## config.mk

```make
export PLATFORM = sky130hd
export DESIGN_NAME = core_writeback_flat
export DESIGN_NICKNAME = d
export VERILOG_FILES = /design/src/rtl/core_writeback_pkg.sv /design/src/rtl/core_writeback_if.sv /design/src/rtl/core_wb_fifo.sv /design/src/rtl/core_writeback.sv /design/src/flat_wrapper.sv
export SDC_FILE = /design/constraint.sdc
export NUM_CORES = 1
export LEC_CHECK = 0
export ABC_AREA = 1
export BUFFER_PORTS_ARGS = -buffer_cell sky130_fd_sc_hd__buf_2
export CORE_ASPECT_RATIO = 0.8
export CORE_MARGIN = 2
export CORE_UTILIZATION = 45
export CTS_CLUSTER_SIZE = 25
export DETAILED_ROUTE_END_ITERATION = 10
export GPL_TIMING_DRIVEN = 0
export HOLD_SLACK_MARGIN = 0.03
export PLACE_DENSITY = 0.81
export REMOVE_ABC_BUFFERS = 1
export SLEW_MARGIN = 20
export SYNTH_ARGS = -nofsm -noshare
export SYNTH_HDL_FRONTEND = slang
export SYNTH_SLANG_ARGS = --single-unit
```

## constraint.sdc

```tcl
create_clock -name clk -period 7 [get_ports clk]
set_clock_uncertainty 0.05 [all_clocks]
set_input_delay 1.05 -clock clk [delete_from_list [all_inputs] [get_ports clk]]
set_output_delay 1.05 -clock clk [all_outputs]
set_load 0.02 [all_outputs]
```

## src/rtl/core_writeback_pkg.sv

```systemverilog
// Shared core micro-architecture types: register numbers, data words, writeback entries.
// Used by the writeback stage (optional bypass: CORE_WB_BYPASS_EN) and its result FIFO.
package core_writeback_pkg;

  localparam int NUM_REGS = 16;

  typedef logic [3:0]  reg_num;
  typedef logic [31:0] word;

  typedef struct packed {
    reg_num r;
    word    value;
  } wb_entry;

endpackage

```

## src/rtl/core_writeback_if.sv

```systemverilog
// Writeback stage bundle: ALU/memory results and issue in, register-file write port and busy bitmap out.
// master = upstream/pipeline side, slave = writeback stage.
interface core_writeback_if;
  import core_writeback_pkg::*;

  logic                alu_valid;
  logic                alu_ready;
  reg_num              alu_rd;
  word                 alu_value;
  logic                mem_valid;
  reg_num              mem_rd;
  word                 mem_value;
  logic                issue_valid;
  reg_num              issue_rd;
  logic [NUM_REGS-1:0] busy;
  reg_num              wr_r;
  logic                wr_enable;
  word                 wr_value;

  modport master (
    output alu_valid, alu_rd, alu_value, mem_valid, mem_rd, mem_value, issue_valid, issue_rd,
    input  alu_ready, busy, wr_r, wr_enable, wr_value
  );

  modport slave (
    input  alu_valid, alu_rd, alu_value, mem_valid, mem_rd, mem_value, issue_valid, issue_rd,
    output alu_ready, busy, wr_r, wr_enable, wr_value
  );

endinterface

```

## src/rtl/core_wb_fifo.sv

```systemverilog
// Synchronous FIFO of writeback entries; head visible combinationally, push ignored when full.
// Push and pop may coincide; pointers carry one extra wrap bit to tell full from empty.
module core_wb_fifo
  import core_writeback_pkg::*;
#(
  parameter int DEPTH = 2
) (
  input  logic    clk,
  input  logic    rst_n,
  input  logic    push,
  input  wb_entry push_data,
  input  logic    pop,
  output wb_entry pop_data,
  output logic    full,
  output logic    empty
);

  localparam int AW = $clog2(DEPTH);
  localparam int PW = AW + 1;

  wb_entry       mem [DEPTH];
  logic [PW-1:0] wptr;
  logic [PW-1:0] rptr;
  logic          do_push;
  logic          do_pop;

  assign empty    = (wptr == rptr);
  assign full     = (wptr[PW-1] != rptr[PW-1]) && (wptr[AW-1:0] == rptr[AW-1:0]);
  assign do_push  = push && !full;
  assign do_pop   = pop && !empty;
  assign pop_data = mem[rptr[AW-1:0]];

  always_ff @(posedge clk) begin
    if (!rst_n) begin
      wptr <= '0;
      rptr <= '0;
    end else begin
      if (do_push) wptr <= wptr + PW'(1);
      if (do_pop)  rptr <= rptr + PW'(1);
    end
  end

  // Storage needs no reset; validity is tracked entirely by the pointers.
  always_ff @(posedge clk) begin
    if (do_push) mem[wptr[AW-1:0]] <= push_data;
  end

endmodule

```

## src/rtl/core_writeback.sv

```systemverilog
// Writeback stage: memory > FIFO head > ALU bypass onto one registered write port, plus pending-write scoreboard.
// Loads write at N+1, ALU via FIFO at N+2 (N+1 with CORE_WB_BYPASS_EN); alu_ready drops only when the FIFO is full.
module core_writeback
  import core_writeback_pkg::*;
#(
  parameter int FIFO_DEPTH = 2
) (
  input  logic             clk,
  input  logic             rst_n,
  core_writeback_if.slave  bus
);

  logic                fifo_full;
  logic                fifo_empty;
  logic                fifo_push;
  logic                fifo_pop;
  logic                take_alu;
  logic                bypass;
  wb_entry             alu_entry;
  wb_entry             head;
  wb_entry             next_entry;
  logic                next_enable;
  logic [NUM_REGS-1:0] busy_q;
  logic [NUM_REGS-1:0] busy_next;
  reg_num              wr_r_q;
  word                 wr_value_q;
  logic                wr_enable_q;

  assign alu_entry     = '{r: bus.alu_rd, value: bus.alu_value};
  assign bus.alu_ready = rst_n && !fifo_full;
  assign take_alu      = bus.alu_valid && bus.alu_ready;
  assign fifo_pop      = !bus.mem_valid && !fifo_empty;

`ifdef CORE_WB_BYPASS_EN
  assign bypass = take_alu && fifo_empty && !bus.mem_valid;
`else
  assign bypass = 1'b0;
`endif

  assign fifo_push = take_alu && !bypass;

  core_wb_fifo #(
    .DEPTH (FIFO_DEPTH)
  ) u_fifo (
    .clk       (clk),
    .rst_n     (rst_n),
    .push      (fifo_push),
    .push_data (alu_entry),
    .pop       (fifo_pop),
    .pop_data  (head),
    .full      (fifo_full),
    .empty     (fifo_empty)
  );

  always_comb begin
    next_entry  = head;
    next_enable = bus.mem_valid || fifo_pop || bypass;
    if (bus.mem_valid) begin
      next_entry = '{r: bus.mem_rd, value: bus.mem_value};
    end else if (bypass) begin
      next_entry = alu_entry;
    end
  end

  always_ff @(posedge clk) begin
    if (!rst_n) begin
      wr_enable_q <= 1'b0;
      wr_r_q      <= '0;
      wr_value_q  <= '0;
    end else begin
      wr_enable_q <= next_enable;
      if (next_enable) begin
        wr_r_q     <= next_entry.r;
        wr_value_q <= next_entry.value;
      end
    end
  end

  // Clear applies first so a same-edge re-issue of the register keeps it busy.
  always_comb begin
    busy_next = busy_q;
    if (wr_enable_q)     busy_next[wr_r_q]       = 1'b0;
    if (bus.issue_valid) busy_next[bus.issue_rd] = 1'b1;
  end

  always_ff @(posedge clk) begin
    if (!rst_n) busy_q <= '0;
    else        busy_q <= busy_next;
  end

  assign bus.busy      = busy_q;
  assign bus.wr_r      = wr_r_q;
  assign bus.wr_value  = wr_value_q;
  assign bus.wr_enable = wr_enable_q;

endmodule

```

## src/flat_wrapper.sv

```systemverilog
// flat-port wrapper written by rule: the top's interface ports become plain ports
module core_writeback_flat import core_writeback_pkg::*;
#(
  parameter int FIFO_DEPTH = 2
)
  (clk, rst_n, bus_alu_valid, bus_alu_rd, bus_alu_value, bus_mem_valid, bus_mem_rd, bus_mem_value, bus_issue_valid, bus_issue_rd, bus_alu_ready, bus_busy, bus_wr_r, bus_wr_enable, bus_wr_value);
  core_writeback_if bus_i ();
  input  logic clk;
  input  logic rst_n;
  input wire logic [$bits(bus_i.alu_valid)-1:0] bus_alu_valid;
  input wire logic [$bits(bus_i.alu_rd)-1:0] bus_alu_rd;
  input wire logic [$bits(bus_i.alu_value)-1:0] bus_alu_value;
  input wire logic [$bits(bus_i.mem_valid)-1:0] bus_mem_valid;
  input wire logic [$bits(bus_i.mem_rd)-1:0] bus_mem_rd;
  input wire logic [$bits(bus_i.mem_value)-1:0] bus_mem_value;
  input wire logic [$bits(bus_i.issue_valid)-1:0] bus_issue_valid;
  input wire logic [$bits(bus_i.issue_rd)-1:0] bus_issue_rd;
  output wire logic [$bits(bus_i.alu_ready)-1:0] bus_alu_ready;
  output wire logic [$bits(bus_i.busy)-1:0] bus_busy;
  output wire logic [$bits(bus_i.wr_r)-1:0] bus_wr_r;
  output wire logic [$bits(bus_i.wr_enable)-1:0] bus_wr_enable;
  output wire logic [$bits(bus_i.wr_value)-1:0] bus_wr_value;
  assign bus_i.alu_valid = bus_alu_valid;
  assign bus_i.alu_rd = bus_alu_rd;
  assign bus_i.alu_value = bus_alu_value;
  assign bus_i.mem_valid = bus_mem_valid;
  assign bus_i.mem_rd = bus_mem_rd;
  assign bus_i.mem_value = bus_mem_value;
  assign bus_i.issue_valid = bus_issue_valid;
  assign bus_i.issue_rd = bus_issue_rd;
  assign bus_alu_ready = bus_i.alu_ready;
  assign bus_busy = bus_i.busy;
  assign bus_wr_r = bus_i.wr_r;
  assign bus_wr_enable = bus_i.wr_enable;
  assign bus_wr_value = bus_i.wr_value;
  core_writeback #(.FIFO_DEPTH(FIFO_DEPTH)) u_core (.clk(clk), .rst_n(rst_n), .bus(bus_i));
endmodule
```

==> run summary <==
Post-synthesis cell count: 598
Slew Limit Fails: 0
Clock buffer depth: 2
Initial DRC Count: 259
Crit path max fanout: 41
Post_cts resized: 0
Crit path DAT: 2.72 ns
Root Buffer: clkbuf_16
Tot GR Track Use: 19.3%
Fmax: 262 MHz
Min Clock Period, post-route: 3.82 ns
Detailed-router iteration count before antenna repair: 5
Placed cell area: 0.00610 mm²
PD cells: 311 mW/mm²
Top post-synthesis cells by area: edfxtp_1, dfxtp_1, nand2_1, nor2_1, nand3_1
FF-to-FF setup slack: 4.83 ns
Grt total ovfl: 0
Commonest non-fill, non-tap cell in the layout: nand2_1
Initial antenna violation count: 0
Crit-path most repeated cell: buf_2
Placed cell count: 853
Fillers: 972
Vias per std cell: 4.88
Req. time, crit path: 5.90 ns
Max cap viols: 0
Die height: 101 µm
Detail Placement HPWL: 7650 µm
CP delay by family, top: buffers and inverters
Relative slew slack: 44.3%
# hold bufs at CTS: 0
Syn Area/Cell: 8.91 µm²
Run status: complete, no violations
Area of the core: 0.0115 mm²
Period utilization: 54.6%
Area growth, synth to finish: 27.7%
Hold Violations, Final: 0
Cell taking the most area after synthesis: edfxtp_1
Type of origin of the critical path: primary input
Total wire length: 11800 µm
Port bufs: 134
Max incr delay on CP: 0.63 ns
I/O Pins: 135
Netlist cell types: 19
Clk sinks: 130
Leak: 3.10 nW
Critical path cell sequence: buf_2 -> inv_1 -> a21oi_1 -> buf_2
Post-CTS Setup Inserts: 0
Synth warn: 0
Design Area, Final: 0.00681 mm²
Hold Slack: 0.425 ns
Critical Path End Type: primary output
Fraction of layout cells with a size suffix above 1: 23.9%
Total power: 2.12 mW
WS Path Type: in -> out
Most frequent cells in the layout: nand2_1, buf_2, nor2_1, edfxtp_1, dfxtp_1
Ant. Diodes: 0
Sum Neg Setup Slack: 0 ns
Synth top area share: 40.6%
Row cnt: 35
Final setup vio count: 0
Detail Route Antenna Nets: 0
Worst skew pair latency: 0.41 ns
Worst-Margin Slew: 0.835 ns
Initial Util: 46.3%
Post-Layout Cell Count: 885
Path type of the worst min-delay path: reg -> reg
CTS tree: done
Via count: 4318
Peak VDD IR: 0.204 mV
Sequential area share after synthesis: 62.4%
Mapped Area: 0.00533 mm²
Gpl congestion: 0.926
Die ar.: 0.0127 mm²
Global-route wire length before repair: 19300 µm
Worst Path Buf+Inv: 3
Yosys reg bits: 130
H-Tree Depth: 4
Crit-path slowest cell: buf_2
RSZ-0062 raised after global routing: no
WL per Instance: 13.3 µm
DRC: 0
Worst-path clk slew: 0.06 ns
Final net count: 805
Vias in the first global route: 4039
Die W: 126 µm
Pin count of the biggest net entering global routing: 74
Cts bufs inserted: 17
-- final cells by class --
type                    count  area [µm²]  area share (%)
inverters                  54         203            2.98
clock buffers              28         668            9.82
repair buffers            137         746            11.0
flip-flops and latches    130        3320            48.8
clock inverters             4        33.8           0.496
multi-input cells         384        1650            24.2
well taps                 148         185            2.72
-- sequential cells by signal (all words and copies together), names as in the netlist, named ones only --
| signal | flops |
|---|---|
| u_core.u_fifo.wptr | 2 |
| u_core.u_fifo.mem | 72 |
| u_core.u_fifo.rptr | 2 |
| u_core.bus.wr_r | 4 |
| u_core.bus.busy | 16 |
| u_core.bus.wr_enable | 1 |
| u_core.bus.wr_value | 32 |
-- worst min-delay path, stage by stage (launching register included) --
cell     delay, ns
dfxtp_1       0.31
o21ai_0       0.06
a21oi_1       0.06
-- cell usage after synthesis --
master    count
nand4_1       2
inv_2         3
buf_6         4
o21ai_0      48
nand3_4       1
edfxtp_1     72
nand2_1     170
nand2_2       1
xor2_1        1
a21oi_1      21
clkbuf_1     13
dfxtp_1      58
buf_4         2
nor3_1        2
o31ai_1       4
inv_1        51
nor2_1       80
nand3_1      54
buf_2        11
-- layer usage --
| metal | up-vias | global-route usage, % | routed length [µm] |
|---|---|---|---|
| met5 | - | 0 | 0 |
| met4 | 0 | 7.52 | 210 |
| met3 | 23 | 7.40 | 892 |
| met2 | 144 | 30.0 | 5390 |
| met1 | 1949 | 24.7 | 5270 |
| li1 | 2202 | - | - |
-- metrics by stage --
stage / util [%] / setup slack [ns]
after CTS: 59.1 / 3.24
after detailed placement: 53.0 / 3.25
after global routing: 59.1 / 3.05
after global placement: 52.3 / 2.16
after floorplan: - / 3.83
final: 59.1 / 3.18
-- power by group --
| group | switching, mW | internal, mW | total, mW |
|---|---|---|---|
| clock | 0.324 | 0.658 | 0.981 |
| combinational | 0.166 | 0.0879 | 0.254 |
| sequential | 0.0289 | 0.855 | 0.884 |
| total | 0.519 | 1.60 | 2.12 |
-- logic make-up (layout without fill, tap and decap cells) --
group | Yosys count | after routing | synth area share (%)
flip-flops | 130 | 130 | 62.4
AND/OR/NAND/NOR | 310 | 310 | 23.6
XOR/XNOR | 1 | 1 | 0.164
buffers and inverters | 84 | 223 | 6.88
AO/OA/AOI/OAI | 73 | 73 | 7.04
-- final timing paths --
path | start | endpoint | cells past startpoint
max reg2reg | u_core.u_fifo.wptr[0]$_SDFFE_PN0P_ | u_core.u_fifo.mem[0][17]$_DFFE_PP_ | 7
min | u_core.bus.busy[1]$_SDFF_PN0_ | u_core.bus.busy[1]$_SDFF_PN0_ | 2
max | rst_n | bus_alu_ready | 4
min reg2reg | u_core.bus.busy[1]$_SDFF_PN0_ | u_core.bus.busy[1]$_SDFF_PN0_ | 2
No activity file was read; power rests on OpenSTA's default activity.
